[src/rtl/pe_cmd_pkg.sv]
// Shared opcode constants, FSM state encoding and opcode classifiers
// for the PE command feeder and its FIFO.
package pe_cmd_pkg;

   localparam int OPC_W = 3;

   localparam logic [OPC_W-1:0] OP_NOP  = 3'd0;
   localparam logic [OPC_W-1:0] OP_WR1  = 3'd1;
   localparam logic [OPC_W-1:0] OP_WR2  = 3'd2;
   localparam logic [OPC_W-1:0] OP_WR3  = 3'd3;
   localparam logic [OPC_W-1:0] OP_READ = 3'd4;

   typedef enum logic [1:0] {
      ST_IDLE  = 2'd0,
      ST_ISSUE = 2'd1,
      ST_WAIT  = 2'd2,
      ST_GAP   = 2'd3
   } state_e;

   function automatic logic is_write(input logic [OPC_W-1:0] op);
      return (op == OP_WR1) || (op == OP_WR2) || (op == OP_WR3);
   endfunction

   // Everything above READ is reserved: popped and flagged, never issued.
   function automatic logic is_reserved(input logic [OPC_W-1:0] op);
      return (op > OP_READ);
   endfunction

endpackage

[src/rtl/pe_cmd_fifo.sv]
// Command FIFO: DEPTH entries of {opcode, operand}, registered count/full,
// synchronous flush, frozen entirely while clk_en is low.
module pe_cmd_fifo
   import pe_cmd_pkg::*;
#(
   parameter int W      = 35,
   parameter int DEPTH  = 16,
   parameter int ADDR_W = 4
) (
   input  logic              clk,
   input  logic              reset,
   input  logic              clk_en,
   input  logic              clear,
   input  logic              push,
   input  logic              pop,
   input  logic [W-1:0]      wdata,
   output logic [W-1:0]      rdata,
   output logic [ADDR_W:0]   count,
   output logic [ADDR_W:0]   count_nxt,
   output logic              full,
   output logic              empty
);

   logic [W-1:0]      mem_r [DEPTH];
   logic [ADDR_W-1:0] wr_ptr_r;
   logic [ADDR_W-1:0] rd_ptr_r;
   logic [ADDR_W:0]   count_r;
   logic              full_r;
   logic              push_ok_s;
   logic              pop_ok_s;

   // A push is judged against the registered full flag, never the same-cycle pop.
   assign push_ok_s = push & ~full_r;
   assign pop_ok_s  = pop & (count_r != (ADDR_W+1)'(0));

   // Next occupancy; also exported so the owner can register its busy flag.
   always_comb begin
      count_nxt = count_r;
      if (clear) begin
         count_nxt = (ADDR_W+1)'(0);
      end else if (push_ok_s && !pop_ok_s) begin
         count_nxt = count_r + (ADDR_W+1)'(1);
      end else if (pop_ok_s && !push_ok_s) begin
         count_nxt = count_r - (ADDR_W+1)'(1);
      end else begin
         count_nxt = count_r;
      end
   end

   // Pointers, occupancy and full flag.
   always_ff @(posedge clk or negedge reset) begin
      if (!reset) begin
         wr_ptr_r <= ADDR_W'(0);
         rd_ptr_r <= ADDR_W'(0);
         count_r  <= (ADDR_W+1)'(0);
         full_r   <= 1'b0;
      end else if (clk_en) begin
         if (clear) begin
            wr_ptr_r <= ADDR_W'(0);
            rd_ptr_r <= ADDR_W'(0);
         end else begin
            if (push_ok_s) wr_ptr_r <= wr_ptr_r + ADDR_W'(1);
            if (pop_ok_s)  rd_ptr_r <= rd_ptr_r + ADDR_W'(1);
         end
         count_r <= count_nxt;
         full_r  <= (count_nxt == (ADDR_W+1)'(DEPTH));
      end
   end

   // Storage array; contents need no reset since occupancy gates every read.
   always_ff @(posedge clk) begin
      if (clk_en && !clear && push_ok_s) mem_r[wr_ptr_r] <= wdata;
   end

   assign rdata = mem_r[rd_ptr_r];
   assign count = count_r;
   assign full  = full_r;
   assign empty = (count_r == (ADDR_W+1)'(0));

endmodule

[src/rtl/pe_cmd_feeder.sv]
// Replays queued (opcode, operand) pairs onto the PE start/done handshake and
// holds READ results until acknowledged; isolates CPU issue rate from PE latency.
module pe_cmd_feeder
   import pe_cmd_pkg::*;
#(
   parameter int DATA_W  = 32,
   parameter int OP_W    = 3,
   parameter int DEPTH   = 16,
   parameter int ADDR_W  = 4,
   parameter int TIMEOUT = 255
) (
   input  logic              clk,
   input  logic              reset,
   input  logic              clk_en,
   input  logic              clear,
   input  logic              push,
   input  logic [OP_W-1:0]   push_op,
   input  logic [DATA_W-1:0] push_data,
   output logic              full,
   output logic [ADDR_W:0]   count,
   output logic              pe_start,
   output logic [OP_W-1:0]   pe_n,
   output logic [DATA_W-1:0] pe_dataa,
   input  logic              pe_done,
   input  logic [DATA_W-1:0] pe_result,
   output logic              rd_valid,
   output logic [DATA_W-1:0] rd_data,
   input  logic              rd_ack,
   output logic              busy,
   output logic              err_overflow,
   output logic              err_opcode,
   output logic              err_timeout
);

   localparam int TO_W = $clog2(TIMEOUT + 1);

   state_e              state_r, state_nxt;
   logic                pe_start_r, start_nxt;
   logic [OP_W-1:0]     pe_n_r, n_nxt;
   logic [DATA_W-1:0]   pe_dataa_r, dataa_nxt;
   logic [TO_W-1:0]     wait_cnt_r, wcnt_nxt;
   logic                rd_valid_r, rd_valid_nxt;
   logic [DATA_W-1:0]   rd_data_r, rd_data_nxt;
   logic                busy_r, busy_nxt;
   logic                err_ov_r, err_ov_nxt;
   logic                err_op_r, err_op_nxt;
   logic                err_to_r, err_to_nxt;

   logic [OP_W+DATA_W-1:0] head_s;
   logic [OP_W-1:0]        head_op_s;
   logic [DATA_W-1:0]      head_data_s;
   logic [ADDR_W:0]        fifo_cnt_nxt_s;
   logic                   full_s;
   logic                   empty_s;
   logic                   pop_s;
   logic                   read_stall_s;

   pe_cmd_fifo #(
      .W      (OP_W + DATA_W),
      .DEPTH  (DEPTH),
      .ADDR_W (ADDR_W)
   ) u_fifo (
      .clk       (clk),
      .reset     (reset),
      .clk_en    (clk_en),
      .clear     (clear),
      .push      (push),
      .pop       (pop_s),
      .wdata     ({push_op, push_data}),
      .rdata     (head_s),
      .count     (count),
      .count_nxt (fifo_cnt_nxt_s),
      .full      (full_s),
      .empty     (empty_s)
   );

   assign head_op_s    = head_s[OP_W+DATA_W-1:DATA_W];
   assign head_data_s  = head_s[DATA_W-1:0];
   // A second READ may not overwrite an unacknowledged result.
   assign read_stall_s = (head_op_s == OP_READ) && rd_valid_r && !rd_ack;

   // Sequencer next state, handshake outputs, result capture and sticky errors.
   always_comb begin
      state_nxt    = state_r;
      start_nxt    = pe_start_r;
      n_nxt        = pe_n_r;
      dataa_nxt    = pe_dataa_r;
      wcnt_nxt     = wait_cnt_r;
      rd_data_nxt  = rd_data_r;
      pop_s        = 1'b0;
      err_op_nxt   = err_op_r;
      err_to_nxt   = err_to_r;
      rd_valid_nxt = rd_valid_r & ~rd_ack;
      err_ov_nxt   = err_ov_r | (push & full_s);
      case (state_r)
         ST_IDLE: begin
            if (!empty_s && !read_stall_s) begin
               pop_s     = 1'b1;
               n_nxt     = head_op_s;
               dataa_nxt = head_data_s;
               if (is_write(head_op_s) || (head_op_s == OP_READ)) begin
                  state_nxt = ST_ISSUE;
                  start_nxt = 1'b1;
               end else begin
                  err_op_nxt = err_op_r | is_reserved(head_op_s);
               end
            end else begin
               state_nxt = ST_IDLE;
            end
         end
         ST_ISSUE: begin
            state_nxt = ST_WAIT;
            wcnt_nxt  = TO_W'(0);
         end
         ST_WAIT: begin
            if (pe_done) begin
               state_nxt = ST_GAP;
               start_nxt = 1'b0;
               if (pe_n_r == OP_READ) begin
                  rd_valid_nxt = 1'b1;
                  rd_data_nxt  = pe_result;
               end else begin
                  rd_data_nxt = rd_data_r;
               end
            end else if (wait_cnt_r == TO_W'(TIMEOUT - 1)) begin
               state_nxt  = ST_GAP;
               start_nxt  = 1'b0;
               err_to_nxt = 1'b1;
            end else begin
               wcnt_nxt = wait_cnt_r + TO_W'(1);
            end
         end
         ST_GAP: begin
            state_nxt = ST_IDLE;
         end
         default: begin
            state_nxt = ST_IDLE;
            start_nxt = 1'b0;
         end
      endcase
      busy_nxt = (state_nxt != ST_IDLE) || (fifo_cnt_nxt_s != (ADDR_W+1)'(0));
   end

   // State and output registers; clear mirrors reset, clk_en low freezes all.
   always_ff @(posedge clk or negedge reset) begin
      if (!reset) begin
         state_r    <= ST_IDLE;
         pe_start_r <= 1'b0;
         pe_n_r     <= OP_NOP;
         pe_dataa_r <= DATA_W'(0);
         wait_cnt_r <= TO_W'(0);
         rd_valid_r <= 1'b0;
         rd_data_r  <= DATA_W'(0);
         busy_r     <= 1'b0;
         err_ov_r   <= 1'b0;
         err_op_r   <= 1'b0;
         err_to_r   <= 1'b0;
      end else if (clk_en) begin
         if (clear) begin
            state_r    <= ST_IDLE;
            pe_start_r <= 1'b0;
            pe_n_r     <= OP_NOP;
            pe_dataa_r <= DATA_W'(0);
            wait_cnt_r <= TO_W'(0);
            rd_valid_r <= 1'b0;
            rd_data_r  <= DATA_W'(0);
            busy_r     <= 1'b0;
            err_ov_r   <= 1'b0;
            err_op_r   <= 1'b0;
            err_to_r   <= 1'b0;
         end else begin
            state_r    <= state_nxt;
            pe_start_r <= start_nxt;
            pe_n_r     <= n_nxt;
            pe_dataa_r <= dataa_nxt;
            wait_cnt_r <= wcnt_nxt;
            rd_valid_r <= rd_valid_nxt;
            rd_data_r  <= rd_data_nxt;
            busy_r     <= busy_nxt;
            err_ov_r   <= err_ov_nxt;
            err_op_r   <= err_op_nxt;
            err_to_r   <= err_to_nxt;
         end
      end
   end

   assign full         = full_s;
   assign pe_start     = pe_start_r;
   assign pe_n         = pe_n_r;
   assign pe_dataa     = pe_dataa_r;
   assign rd_valid     = rd_valid_r;
   assign rd_data      = rd_data_r;
   assign busy         = busy_r;
   assign err_overflow = err_ov_r;
   assign err_opcode   = err_op_r;
   assign err_timeout  = err_to_r;

endmodule
[config.mk]
export PLATFORM = sky130hd
export DESIGN_NAME = pe_cmd_feeder
export DESIGN_NICKNAME = d
export VERILOG_FILES = /design/src/rtl/pe_cmd_pkg.sv /design/src/rtl/pe_cmd_fifo.sv /design/src/rtl/pe_cmd_feeder.sv
export SDC_FILE = /design/constraint.sdc
export NUM_CORES = 1
export LEC_CHECK = 0
export ABC_AREA = 1
export CAP_MARGIN = 5
export CELL_PAD_IN_SITES_DETAIL_PLACEMENT = 1
export CELL_PAD_IN_SITES_GLOBAL_PLACEMENT = 1
export CORE_MARGIN = 2
export CORE_UTILIZATION = 53
export DETAILED_ROUTE_END_ITERATION = 12
export GPL_TIMING_DRIVEN = 0
export HOLD_SLACK_MARGIN = 0.08
export PLACE_DENSITY = 0.95
export SYNTH_ARGS = -nofsm -noshare
export SYNTH_HDL_FRONTEND = slang
export SYNTH_SLANG_ARGS = --single-unit
export TNS_END_PERCENT = 10
[constraint.sdc]
create_clock -name clk -period 5.6 [get_ports clk]
set_clock_uncertainty 0.2 [all_clocks]
set_input_delay 0.56 -clock clk [delete_from_list [all_inputs] [get_ports clk]]
set_output_delay 0.56 -clock clk [all_outputs]
set_load 0.03 [all_outputs]
======== After elaboration in Yosys (flattened, before gate mapping) ========
Memory sizes are Yosys's and may differ from the RTL's.
Cells that the tools add are included.
word-level totals
  flip-flop bits (word level) ............. 97
  memory bits (writable) .................. 560
  input port bits ......................... 74
  logic and storage cells ................. 138
  memories ................................ 1
memories
  name          depth  width  read ports  clocked after memory_dff  wr ports  RTL line           RTL
  u_fifo.mem_r  16     35     1           0                         1         pe_cmd_fifo.sv:24  logic [W-1:0] mem_r [DEPTH];
operators by class
  add/subtract/negate cells ............... 5
  order comparisons ....................... 1
  equal/unequal tests ..................... 17
  mux-type cells .......................... 51
  bitwise operators ....................... 8
  reduce and logical (&&, ||, !) cells .... 40
operator list
  operator               count
  $mux W32               7
  $mux W8                3
  $mux W1                23
  $reduce_bool A2 Y1     9
  $mux W4                4
  $pmux W8 S2            1
  $reduce_and A4 Y1      4
  $mux W5                3
  $ne A3 B3 Y1 const B   4
  $mux W2                5
  $reduce_bool A5 Y1     2
  $mux W3                3
  $add A4 B1 Y4 const B  2
  $add A8 B1 Y8 const B  1
  $eq A8 B8 Y1 const B   1
  $pmux W2 S4            1
  $logic_and A1 B1 Y1    7
  $eq A3 B2 Y1 const B   2
  $eq A3 B3 Y1 const B   2
  $logic_not A1 Y1       6
  $reduce_bool A3 Y1     2
  $add A5 B1 Y5 const B  1
  $eq A5 B5 Y1 const B   1
  $logic_not A5 Y1       1
  16 further kinds       27

======== Logic depth before layout (Yosys ltp) ========
An unclocked memory read counts as a cell.
  word-level depth ........................ 16
  mapped depth ............................ 22
  gate-level depth less buffers ........... 20

======== Modules after synthesis ========
Synthesis repeated with hierarchy kept, for this count alone.
second synthesis, totals
  cells, all modules ...................... 2077
  area, all modules ....................... 26235.2 µm²
by module, submodules not included
  module         times used  cells an instance  area an instance (µm²)  sequential area each (µm²)
  pe_cmd_fifo    1           1642               22607.9                 17166.5
  pe_cmd_feeder  1           435                3627.2                  2077.0

======== Least setup slack after synthesis ========
OpenSTA, ideal clock, no wires.
  path type ............................... input -> register
  start ................................... input port clk_en
  end ..................................... memory u_fifo.mem_r[11][0], enable pin
  setup time .............................. 0.427 ns
  data arrival time ....................... 3.153 ns
  slack ................................... 1.820 ns
  cell stages on the path ................. 7
  buffers on the path ..................... 1
  path through ............................ buf_2 > clkinv_1 > nor2_1 > inv_1 > nor2_1 > nand2_1 > nor2_1
between the ends
  cells in the longest elaborated chain, start to end .. 4
RTL lines
  what                              RTL line             RTL
  start: declaration                pe_cmd_feeder.sv:14  input logic clk_en,
  $logic_and A1 B1 Y1 (2 in a row)  pe_cmd_fifo.sv:72    if (clk_en && !clear && push_ok_s) mem_r[wr_ptr_r] <= wdata;
  $mux W1                           pe_cmd_fifo.sv:72
  $mux W1 (not written as such)     pe_cmd_fifo.sv:72
  end: declaration                  pe_cmd_fifo.sv:24
No other way between the ends.

======== Worst setup path after layout ========
  start ................................... input port clk_en
  end ..................................... memory u_fifo.mem_r[7][4], enable pin
Same word-level chain as after synthesis.

==> results.ini <==
[run_status]
status=completed

[clock_network]
cts.path.max_buffers=3
clock_latency_ns=0.64
root_buffer=clkbuf_16
cts_sinks=657
htreeDepth=3
cts_tree=done
cts_buffers=68
clkTransAtPathRegs_ns=0.06

[synthesis]
async_flop_share_pct=14.76
synth_seq_area_share_pct=73.61
ys.flop_type=edfxtp_1
ys_ff_latch=657
avgSynthCellArea_um2=12.75
syn_inst=2050
synth_edf_count=560
synth_nets=2136
synth.area.top_cells=edfxtp_1 64%, dfrtp_1 9.3%, o21ai_0 6.8%
synth_area_um2=26140
yosysTopAreaCell=edfxtp_1
synth_cell_types=42
ys_warn_count=0
synth.top_cell.area_share_pct=64.32

[floorplan]
io_pins=153
fp.dieH_um=226.1
die_width_um=226.1
rows=81
core_um2=48850
start_util_pct=53.52
dieArea_um2=51120

[worst_setup_path]
critPathRequiredTime_ns=5.72
crit_path_max_fanout=19
cp-end-kind=register
worstPathArrival_ns=4.20
start_kind=primary input
reg2reg_slack_ns=1.86
criticalPathCategory=in2reg

[global_route]
grt_first_pass_wirelength_um=140900
antenna_found_initial=2
grt_pass1_vias=22025
grt_usage_pct=38.45
grt_max_degree=54
overflow=0

[timing]
max_freq_ghz=0.2453
relSlewSlack_pct=21.18
rsz0062_at_grt=no
finalSetupViolCount=0
layout_min_cycle_time_ns=4.076
period_share_pct=72.78
finalHoldViolCount=0
drv_slew=0
worst-slew-pin-transition_ns=1.180

[power]
leakage_nw=10.67
total_power_w=0.01457
vdd_drop_max_mv=0.3263
powerDensity_nw_per_um2=466.7

[placed_design]
dp.cells=2881
io_buffers=150
gp_congestion=0.8596
hpwl_um=60930

[routing]
drc_errors=0
drt_first_pass_iters=6
wl_per_cell_um=32.52
dr_total_vias=20699
final_antenna_net_count=0
wirelength_um=97860
drt_iter0_drc=2847
avgViaCountPerCell=6.879

[final_layout]
nets=2375
fin_cells=3009
final_common_cell=edfxtp_1
syn_to_final_growth_pct=19.42
mostFrequentLayoutCells=560 x edfxtp_1, 357 x o21ai_0, 319 x nor2_1
drive_above_1_share_pct=7.518
multi_input_area_um2=6097
filler_cell_count=4708
seq_area_um2=19240

[hold_path]
hold_path_class=in2reg

[run]
drv_cap=0

## worst paths after layout
check / end / start / cells after the start
min in group asynchronous: wait_cnt_r[5]$_DFFE_PN0P_ / reset / 2
setup / recovery: u_fifo.mem_r[7][4]$_DFFE_PP_ / clk_en / 9
setup reg to reg: pe_dataa[22]$_DFFE_PN0P_ / u_fifo.rd_ptr_r[1]$_DFFE_PN0P_ / 10
hold reg to reg: pe_start$_DFFE_PN0P_ / pe_start$_DFFE_PN0P_ / 2
max in group asynchronous: pe_dataa[29]$_DFFE_PN0P_ / reset / 3
hold / removal: pe_start$_DFFE_PN0P_ / clear / 2
## sequential cells by signal, indices dropped and copies added, names as in the netlist, 2 cells and up
signal and cells:
pe_dataa 32, pe_n 3, rd_data 32, state_r 2, u_fifo.count 5, u_fifo.mem_r 560, u_fifo.rd_ptr_r 4, u_fifo.wr_ptr_r 4
wait_cnt_r 8
## critical path, cell delays in order
cell and delay, ns:
dlygate4sd3_1 0.52, buf_2 0.22, clkinv_1 0.27, nor2_1 0.42
inv_1 0.14, nor2_1 0.45, nand2_1 0.46, nor2_4 0.87
buf_16 0.27
## final cells by class
type | instances | share of cell area [%]
flip-flops and latches | 657 | 61.64
multi-input cells | 1165 | 19.53
repair buffers | 169 | 6.100
clock buffers | 93 | 6.084
well taps | 664 | 2.661
plain buffers | 138 | 1.868
inverters | 90 | 1.090
clock inverters | 29 | 0.9979
diodes | 4 | 0.03206
## Yosys cell counts, types with 2 or more instances
master    number
nand2_2        4
nand3_1       74
clkbuf_1     105
or2_2          2
a31oi_1        2
inv_1         84
o21ai_1       25
xor2_1         4
o221ai_1      40
buf_6          3
o31ai_1        2
inv_2          3
dfrtp_1       97
o21ai_0      357
o22ai_1       89
buf_2         22
buf_4          4
clkinv_1       2
nor3_1        11
nor2_2         3
nor2_1       335
nand4_1        2
a21oi_1        8
a32o_1        33
o211ai_1      32
edfxtp_1     560
ha_1          12
nand2_1      116
buf_1          4
nor2_4         3
## power by group
part / internal (W) / leakage, nW / switching, W / total, W
clock network: 0.00266 / 1.08 / 0.00199 / 0.00465
logic: 0.00117 / 3.26 / 0.00308 / 0.00425
registers: 0.00552 / 6.33 / 0.000153 / 0.00567
total: 0.00935 / 10.7 / 0.00522 / 0.0146
## stage by stage
| stage | TNS, ns | hold WS [ns] | area, um2 | setup WS [ns] | util [%] |
|---|---|---|---|---|---|
| after detailed placement | 0 | 0.3002 | 28980 | 1.416 | 59.32 |
| after global routing | 0 | 0.1053 | 31210 | 1.353 | 63.89 |
| after global placement | -186.09 | 0.2678 | 28480 | -0.3881 | 58.29 |
| after floorplan | 0 | 0.06441 | 26140 | 1.820 | - |
| final | 0 | 0.09190 | 31220 | 1.524 | 63.91 |
| after CTS | 0 | 0.08933 | 31210 | 1.675 | 63.89 |
## what timing repair did
item / 4_1_cts / 5_1_grt
buffers inserted: 0 / 0
hold endpoints to repair: 46 / 0
hold buffers: 2 / 0
resized for setup: 0 / 0
## per-layer routing
layer / wire [um] / track usage [%] / up-vias
met5: 0 / 0 / -
met2: 46790 / 63.32 / 1910
met3: 11540 / 9.888 / 560
met1: 32620 / 44.56 / 10166
li1: - / - / 8063
met4: 6905 / 25.79 / 0
## cell families (layout without fill, tap and decap cells)
logic type | Yosys count | in the layout | share of synthesized area [%]
flops | 657 | 657 | 73.61
compound gates | 595 | 595 | 13.47
simple gates | 554 | 554 | 8.682
buf+inv | 228 | 519 | 3.532
fa+ha+maj | 12 | 12 | 0.5743
xor+xnor | 4 | 4 | 0.1340
other cells | 0 | 4 | 0
Note: power is estimated with default switching activity, not from simulation.
